==> src/rtl/ram_rr_ctrl.sv <==
// ram_rr_ctrl: two-requester round-robin front end for an 8x8 single-port RAM.
// It clears the RAM after reset and on request, grants one access per cycle,
// registers the command into the RAM, and tags read returns to their issuer.
//
// Ports:
//   clock, rst_n           clock, asynchronous active-low reset
//   clr                    one-cycle pulse requesting a full RAM clear
//   ready                  high while arbitration is live (RUN)
//   req_x/we_x/addr_x/wdata_x  requester x command, held until granted
//   gnt_x                  combinational grant; transfer on edge with req_x&gnt_x
//   rvalid_x               registered read-return strobe for requester x
//   rdata                  read data (mirror of ram_dout)
//   ram_rst/ram_mode/ram_addr/ram_din  registered RAM command
//   ram_dout               registered RAM read data
module ram_rr_ctrl #(
  parameter int DW = 8,
  parameter int AW = 3
) (
  input  logic          clock,
  input  logic          rst_n,
  input  logic          clr,
  output logic          ready,
  input  logic          req_a,
  input  logic          req_b,
  input  logic          we_a,
  input  logic          we_b,
  input  logic [AW-1:0] addr_a,
  input  logic [AW-1:0] addr_b,
  input  logic [DW-1:0] wdata_a,
  input  logic [DW-1:0] wdata_b,
  output logic          gnt_a,
  output logic          gnt_b,
  output logic          rvalid_a,
  output logic          rvalid_b,
  output logic [DW-1:0] rdata,
  output logic          ram_rst,
  output logic          ram_mode,
  output logic [AW-1:0] ram_addr,
  output logic [DW-1:0] ram_din,
  input  logic [DW-1:0] ram_dout
);

  typedef enum logic [1:0] {INIT, RUN, DRAIN} state_t;

  state_t state;
  logic   clr_pending;
  logic   last_b;      // 1 = B was granted last, so A wins a tie
  logic   tag_valid;
  logic   tag_read;
  logic   tag_src;     // 0 = A, 1 = B
  logic   xfer;

  assign ready = (state == RUN);
  assign rdata = ram_dout;

  always_comb begin
    gnt_a = 1'b0;
    gnt_b = 1'b0;
    if (ready) begin
      if (req_a && req_b) begin
        gnt_a = last_b;
        gnt_b = ~last_b;
      end else begin
        gnt_a = req_a;
        gnt_b = req_b;
      end
    end
  end

  assign xfer = gnt_a | gnt_b;

  always_ff @(posedge clock or negedge rst_n) begin
    if (!rst_n) begin
      state       <= INIT;
      clr_pending <= 1'b0;
      last_b      <= 1'b1;
      ram_rst     <= 1'b1;
      ram_mode    <= 1'b1;
      ram_addr    <= '0;
      ram_din     <= '0;
      tag_valid   <= 1'b0;
      tag_read    <= 1'b0;
      tag_src     <= 1'b0;
      rvalid_a    <= 1'b0;
      rvalid_b    <= 1'b0;
    end else begin
      // Command stage: only a granted transfer may drive mode=0 (write).
      if (xfer) begin
        ram_addr  <= gnt_b ? addr_b  : addr_a;
        ram_din   <= gnt_b ? wdata_b : wdata_a;
        ram_mode  <= ~(gnt_b ? we_b : we_a);
        tag_valid <= 1'b1;
        tag_read  <= ~(gnt_b ? we_b : we_a);
        tag_src   <= gnt_b;
        last_b    <= gnt_b;
      end else begin
        ram_mode  <= 1'b1;
        tag_valid <= 1'b0;
        tag_read  <= 1'b0;
        tag_src   <= 1'b0;
      end

      // Return stage: lines up with the RAM's registered dout.
      rvalid_a <= tag_valid & tag_read & ~tag_src;
      rvalid_b <= tag_valid & tag_read &  tag_src;

      case (state)
        INIT: begin
          state       <= RUN;
          ram_rst     <= 1'b0;
          clr_pending <= clr_pending | clr;
        end
        RUN: begin
          // The grant in the clr cycle is still honoured; the pass it
          // starts consumes any pending request.
          if (clr || clr_pending) begin
            state       <= DRAIN;
            clr_pending <= 1'b0;
          end
        end
        DRAIN: begin
          clr_pending <= clr_pending | clr;
          // The return stage is fed only by the command stage, so once the
          // command stage is empty the return stage empties on this same edge.
          if (!tag_valid) begin
            state   <= INIT;
            ram_rst <= 1'b1;
          end
        end
        default: begin
          state   <= INIT;
          ram_rst <= 1'b1;
        end
      endcase
    end
  end

endmodule
==> config.mk <==
export PLATFORM = sky130hd
export DESIGN_NAME = ram_rr_ctrl
export DESIGN_NICKNAME = d
export VERILOG_FILES = /design/src/rtl/ram_rr_ctrl.sv
export SDC_FILE = /design/constraint.sdc
export NUM_CORES = 1
export LEC_CHECK = 0
export ABC_AREA = 1
export ABC_CLOCK_PERIOD_IN_PS = 1550
export CORE_UTILIZATION = 39
export CTS_CLUSTER_DIAMETER = 50
export DETAILED_ROUTE_END_ITERATION = 10
export HOLD_SLACK_MARGIN = 0.15
export PLACE_DENSITY_LB_ADDON = 0.1
export SLEW_MARGIN = 20
export SYNTH_ARGS = -nofsm -noshare
export SYNTH_HDL_FRONTEND = slang
export SYNTH_SLANG_ARGS = --single-unit
==> constraint.sdc <==
create_clock -name clock -period 1.55 [get_ports clock]
set_input_delay 0.31 -clock clock [delete_from_list [all_inputs] [get_ports clock]]
set_output_delay 0.31 -clock clock [all_outputs]
set_load 0.005 [all_outputs]
* Word level (Yosys, flattened, before mapping)
Index checks and enable logic that the tools add are counted.
** Storage, ports and cells
- Bits in registers :: 22
- Latch bits :: 0
- Bits in writable memories :: 0
- ROM bits :: 0
- Input port bits :: 37
- Output and inout bits :: 26
- Word-level logic and storage cells :: 51
- Memories kept :: 0
** Cells by class
- $add $sub $neg :: 0
- $mul :: 0
- Divide/modulo/power cells :: 0
- Magnitude comparators :: 0
- Eq/ne operators :: 4
- Shift-type cells :: 0
- Mux-type cells :: 18
- Bitwise operators :: 9
- Reductions and logical operators :: 8
** Operator list (count)
- $mux W1 :: 11
- $mux W8 :: 1
- $pmux W2 S3 :: 1
- $reduce_and A2 Y1 :: 3
- $mux W2 :: 2
- $not A1 Y1 :: 4
- $and A1 B1 Y1 :: 3
- $mux W3 :: 1
- $pmux W1 S3 :: 1
- $eq A2 B1 Y1 const B :: 1
- $eq A2 B2 Y1 const B :: 1
- $logic_not A2 Y1 :: 1
- $ne A2 B1 Y1 const B :: 1
- $ne A2 B2 Y1 const B :: 1
- $or A1 B1 Y1 :: 2
- $pmux W1 S2 :: 1
- $reduce_bool A2 Y1 :: 1
- $reduce_or A2 Y1 :: 1
- $logic_and A1 B1 Y1 :: 1
- $logic_or A1 B1 Y1 :: 1

* Depth between registers and ports, before layout
- Depth after elaboration :: 6
- Gate-level depth with buffers :: 7
- Depth with buffers taken out :: 6

* Least setup slack after synthesis
No wires, ideal clock.
- Path kind :: register to output
- From :: register state[1]
- To :: output gnt_a
- Arrival time :: 0.996 ns
- Data required time :: 1.240 ns
- Path slack :: 0.244 ns
- Cell stages (with the launch flop) :: 5
- Buffers on the path :: 1
- Cell sequence :: dfrtp_1 -> nor2_8 -> buf_4 -> nand2_1 -> a21oi_1
** On the way
- Longest elaborated chain between the ends :: 2
** Ends and longest elaborated chain
- start, declared :: line 45 : state_t state;
- start signal, assigned :: line 74 : state <= INIT;
- start signal, assigned :: line 109 : state <= RUN;
- start signal, assigned :: line 117 : state <= DRAIN;
- $eq A2 B1 Y1 :: line 53 : assign ready = (state == RUN);
- named net ready :: line 22 : output logic ready,
- $mux W1 :: line 59 : if (ready) begin
- end, declared :: line 31 : output logic gnt_a,
The timed path passes the listed nets, and every way through them passes these cells.

* Worst setup path in the final report
- From :: register state[1]
- To :: output gnt_a
** On the way
- Longest elaborated chain between the ends :: 2
** Ends and longest elaborated chain (line)
- $eq A2 B1 Y1 :: 53
- $mux W1 :: 59
Every way passes these cells.

==> reports/metrics.yaml <==
status: "finished, violations left"
violations: "negative setup slack"
grt_first_pass_wirelength_um: 4570
drt_iter0_markers: 21
rr_endpoint: "ram_din[2]"
p_leak_nw: 0.919
power.density_nw_per_um2: 1550
dieHeight_um: 57.7
reg2reg_depth: 7
nets: 235
syn_to_final_growth_pct: 46.3
viasPerCell: 4.84
die_area_um2: 3330
start_kind: "flop"
place_inst: 219
nFillCells: 266
setup_violations: 1
timing.fmax_ghz: 0.628
wl_um: 2600
grt_pass1_vias: 1104
ant_nets: 0
clockBufferDepth: 2
ys_ff_latch: 22
slowest_stage: "dfrtp_2"
cts_tree: "done"
start_util: 0.425
fin_ws_ps: -41.5
r2r_start: "state[1]"
yosysSeqAreaShare: 0.458
synthArstFlopShare: 1.00
routedWlPerCell_um: 11.4
vias: 1104
cp_cell_sequence: "nor2_8 > buf_6 > nand2_4 > a21oi_2 > buf_2"
cts_buffers: 3
peakVddDrop_mv: 0.658
synth_top_area_cell: "dfrtp_1"
synth_warnings: 0
reg2reg_slack_ps: 190
cp.arrival_ps: 1280
hold_viol: 0
root_buffer: "clkbuf_4"
whs_ps: 346
synth_nets: 181
antennaDiodeCount: 0
fin_util: 0.621
gp_routability_congestion: 0.713
critPathMaxStageDelay_ps: 460
ys.flop_type: "dfrtp_1"
synth_edf_count: 0
relSlewSlack: 0.812
syn_area_um2: 1210
grt_max_degree: 23
fin_cells: 228
row_count: 19
cp.required_ps: 1240
final.min_clock_period_ps: 1590
core_region_area_um2: 2850
postSynthAreaPerCell_um2: 8.41
fin_total_pwr_w: 0.00274
rsz0062_at_grt: "yes"
fp.dieW_um: 57.7
hpwl_um: 2010
drcViolationCount: 0
fin_area_um2: 1770
ios: 63
worst-setup-path-type: "reg2out"
hp-class: "in2async"
cp_max_fo: 3
yosys-top-cells-area: "dfrtp_1 (39%), nand2_1 (13%), inv_1 (8.1%)"
period_share: 1.03
skew_ps: 4.45
end_kind: "primary output"
drive_gt1_frac: 0.228
clk_pin_slew_worst_paths_ps: 120
max-cap-violations: 0
clk_latency_ps: 300
clock_sinks: 22
htree_levels: 1
io_buffers: 46
synth_top_area_share: 0.393
placed_area_um2: 1680
grt_overflow_total: 0
antenna_found_initial: 0
synth_cell_types: 19
worst_pin_slew_ps: 283
finalMaxSlewViolations: 0
grt_usage: 0.176
dr.pass1.iters: 4
syn_inst: 144
cells in the final DEF, fill, tap and decap left out, types with 2 or more instances in the layout:
cell	netlist	routed
dfrtp_1	19	18
nand4_1	12	12
inv_2	1	2
buf_4	10	14
dfstp_2	3	3
nand2_1	42	40
clkdlybuf4s50_1	0	40
inv_1	26	25
clkbuf_4	0	3
nand3_2	8	8
dlygate4sd2_1	0	3
a21oi_1	3	2
buf_6	1	4
o21ai_0	2	2
nand3_1	3	3
nor2_1	7	7
how the worst max path moves through the flow:
stage                     startpoint    end  depth (start not counted)  slack (ps)
after floorplan             state[1]  gnt_a                          4         240
after global placement         req_b  gnt_b                          4        -320
after detailed placement       req_b  gnt_b                          4        -330
after CTS                   state[0]  gnt_a                          6         -40
after global routing        state[1]  gnt_a                          5        -140
final                       state[1]  gnt_a                          5         -40
stage by stage:
stage	setup slack [ps]	setup TNS, ps
finish	-41.5	-41.5
CTS	-35.9	-35.9
global placement	-317	-1300
detailed placement	-335	-1770
floorplan	244	0
global route	-143	-197
where the power goes:
group	leakage [nW]	switching, W	internal [W]	total (W)
Clock	0.0210	0.000171	0.000143	0.000314
Sequential	0.271	0.000134	0.000838	0.000971
Combinational	0.628	0.000674	0.000782	0.00146
synth_stat cells, types with 2 or more instances:
cell type / instances
nand4_1: 12
inv_1: 26
o21ai_0: 2
buf_2: 2
dfstp_2: 3
dfrtp_1: 19
a21oi_1: 3
nor2_1: 7
nand3_1: 3
nand2_1: 42
buf_4: 10
nand3_2: 8
critical path, delay by kind of cell (launching register included):
family / cells / cell delay, ps
flip-flops: 1 / 460
AND/OR/NAND/NOR: 2 / 190
buffers and inverters: 2 / 240
AO/OA/AOI/OAI: 1 / 100
cell families after synthesis:
logic type / count (synthesis) / share of synthesized area
simple gates: 74 / 0.323
flops: 22 / 0.458
buf+inv: 42 / 0.185
compound gates: 6 / 0.0341
routing by layer:
layer  up-vias  part of all wire  global-route usage
met5         -                 0                   0
met4         0             0.012              0.0578
met3        10             0.041              0.0268
met2        26              0.52               0.326
met1       529              0.42               0.208
li1        539                 -                   -
area by class of cell:
cell class | instances | area [um^2] | share of cell area
timing repair buffer | 63 | 587 | 0.331
sequential | 22 | 556 | 0.314
multi-input combinational | 80 | 447 | 0.252
inverter | 28 | 108 | 0.0607
tap | 31 | 38.8 | 0.0219
clock buffer | 4 | 36.3 | 0.0205
registers in the layout (all words and copies together), names as in the netlist:
signal,cells
rvalid_b,1
tag_read,1
ram_mode,1
tag_src,1
ram_din,8
ram_rst,1
rvalid_a,1
state,2
ram_addr,3
tag_valid,1
last_b,1
clr_pending,1
repair_timing:
| item | 4_1_cts | 5_1_grt |
|---|---|---|
| pin swaps | 1 | 1 |
| setup buffers | 2 | 3 |
| hold buffers | 0 | 0 |
| resized for setup | 21 | 3 |
| endpoints found under the setup margin | 5 | 4 |
| hold endpoints to repair | 0 | 0 |
No activity file was read; power rests on OpenSTA's default activity.
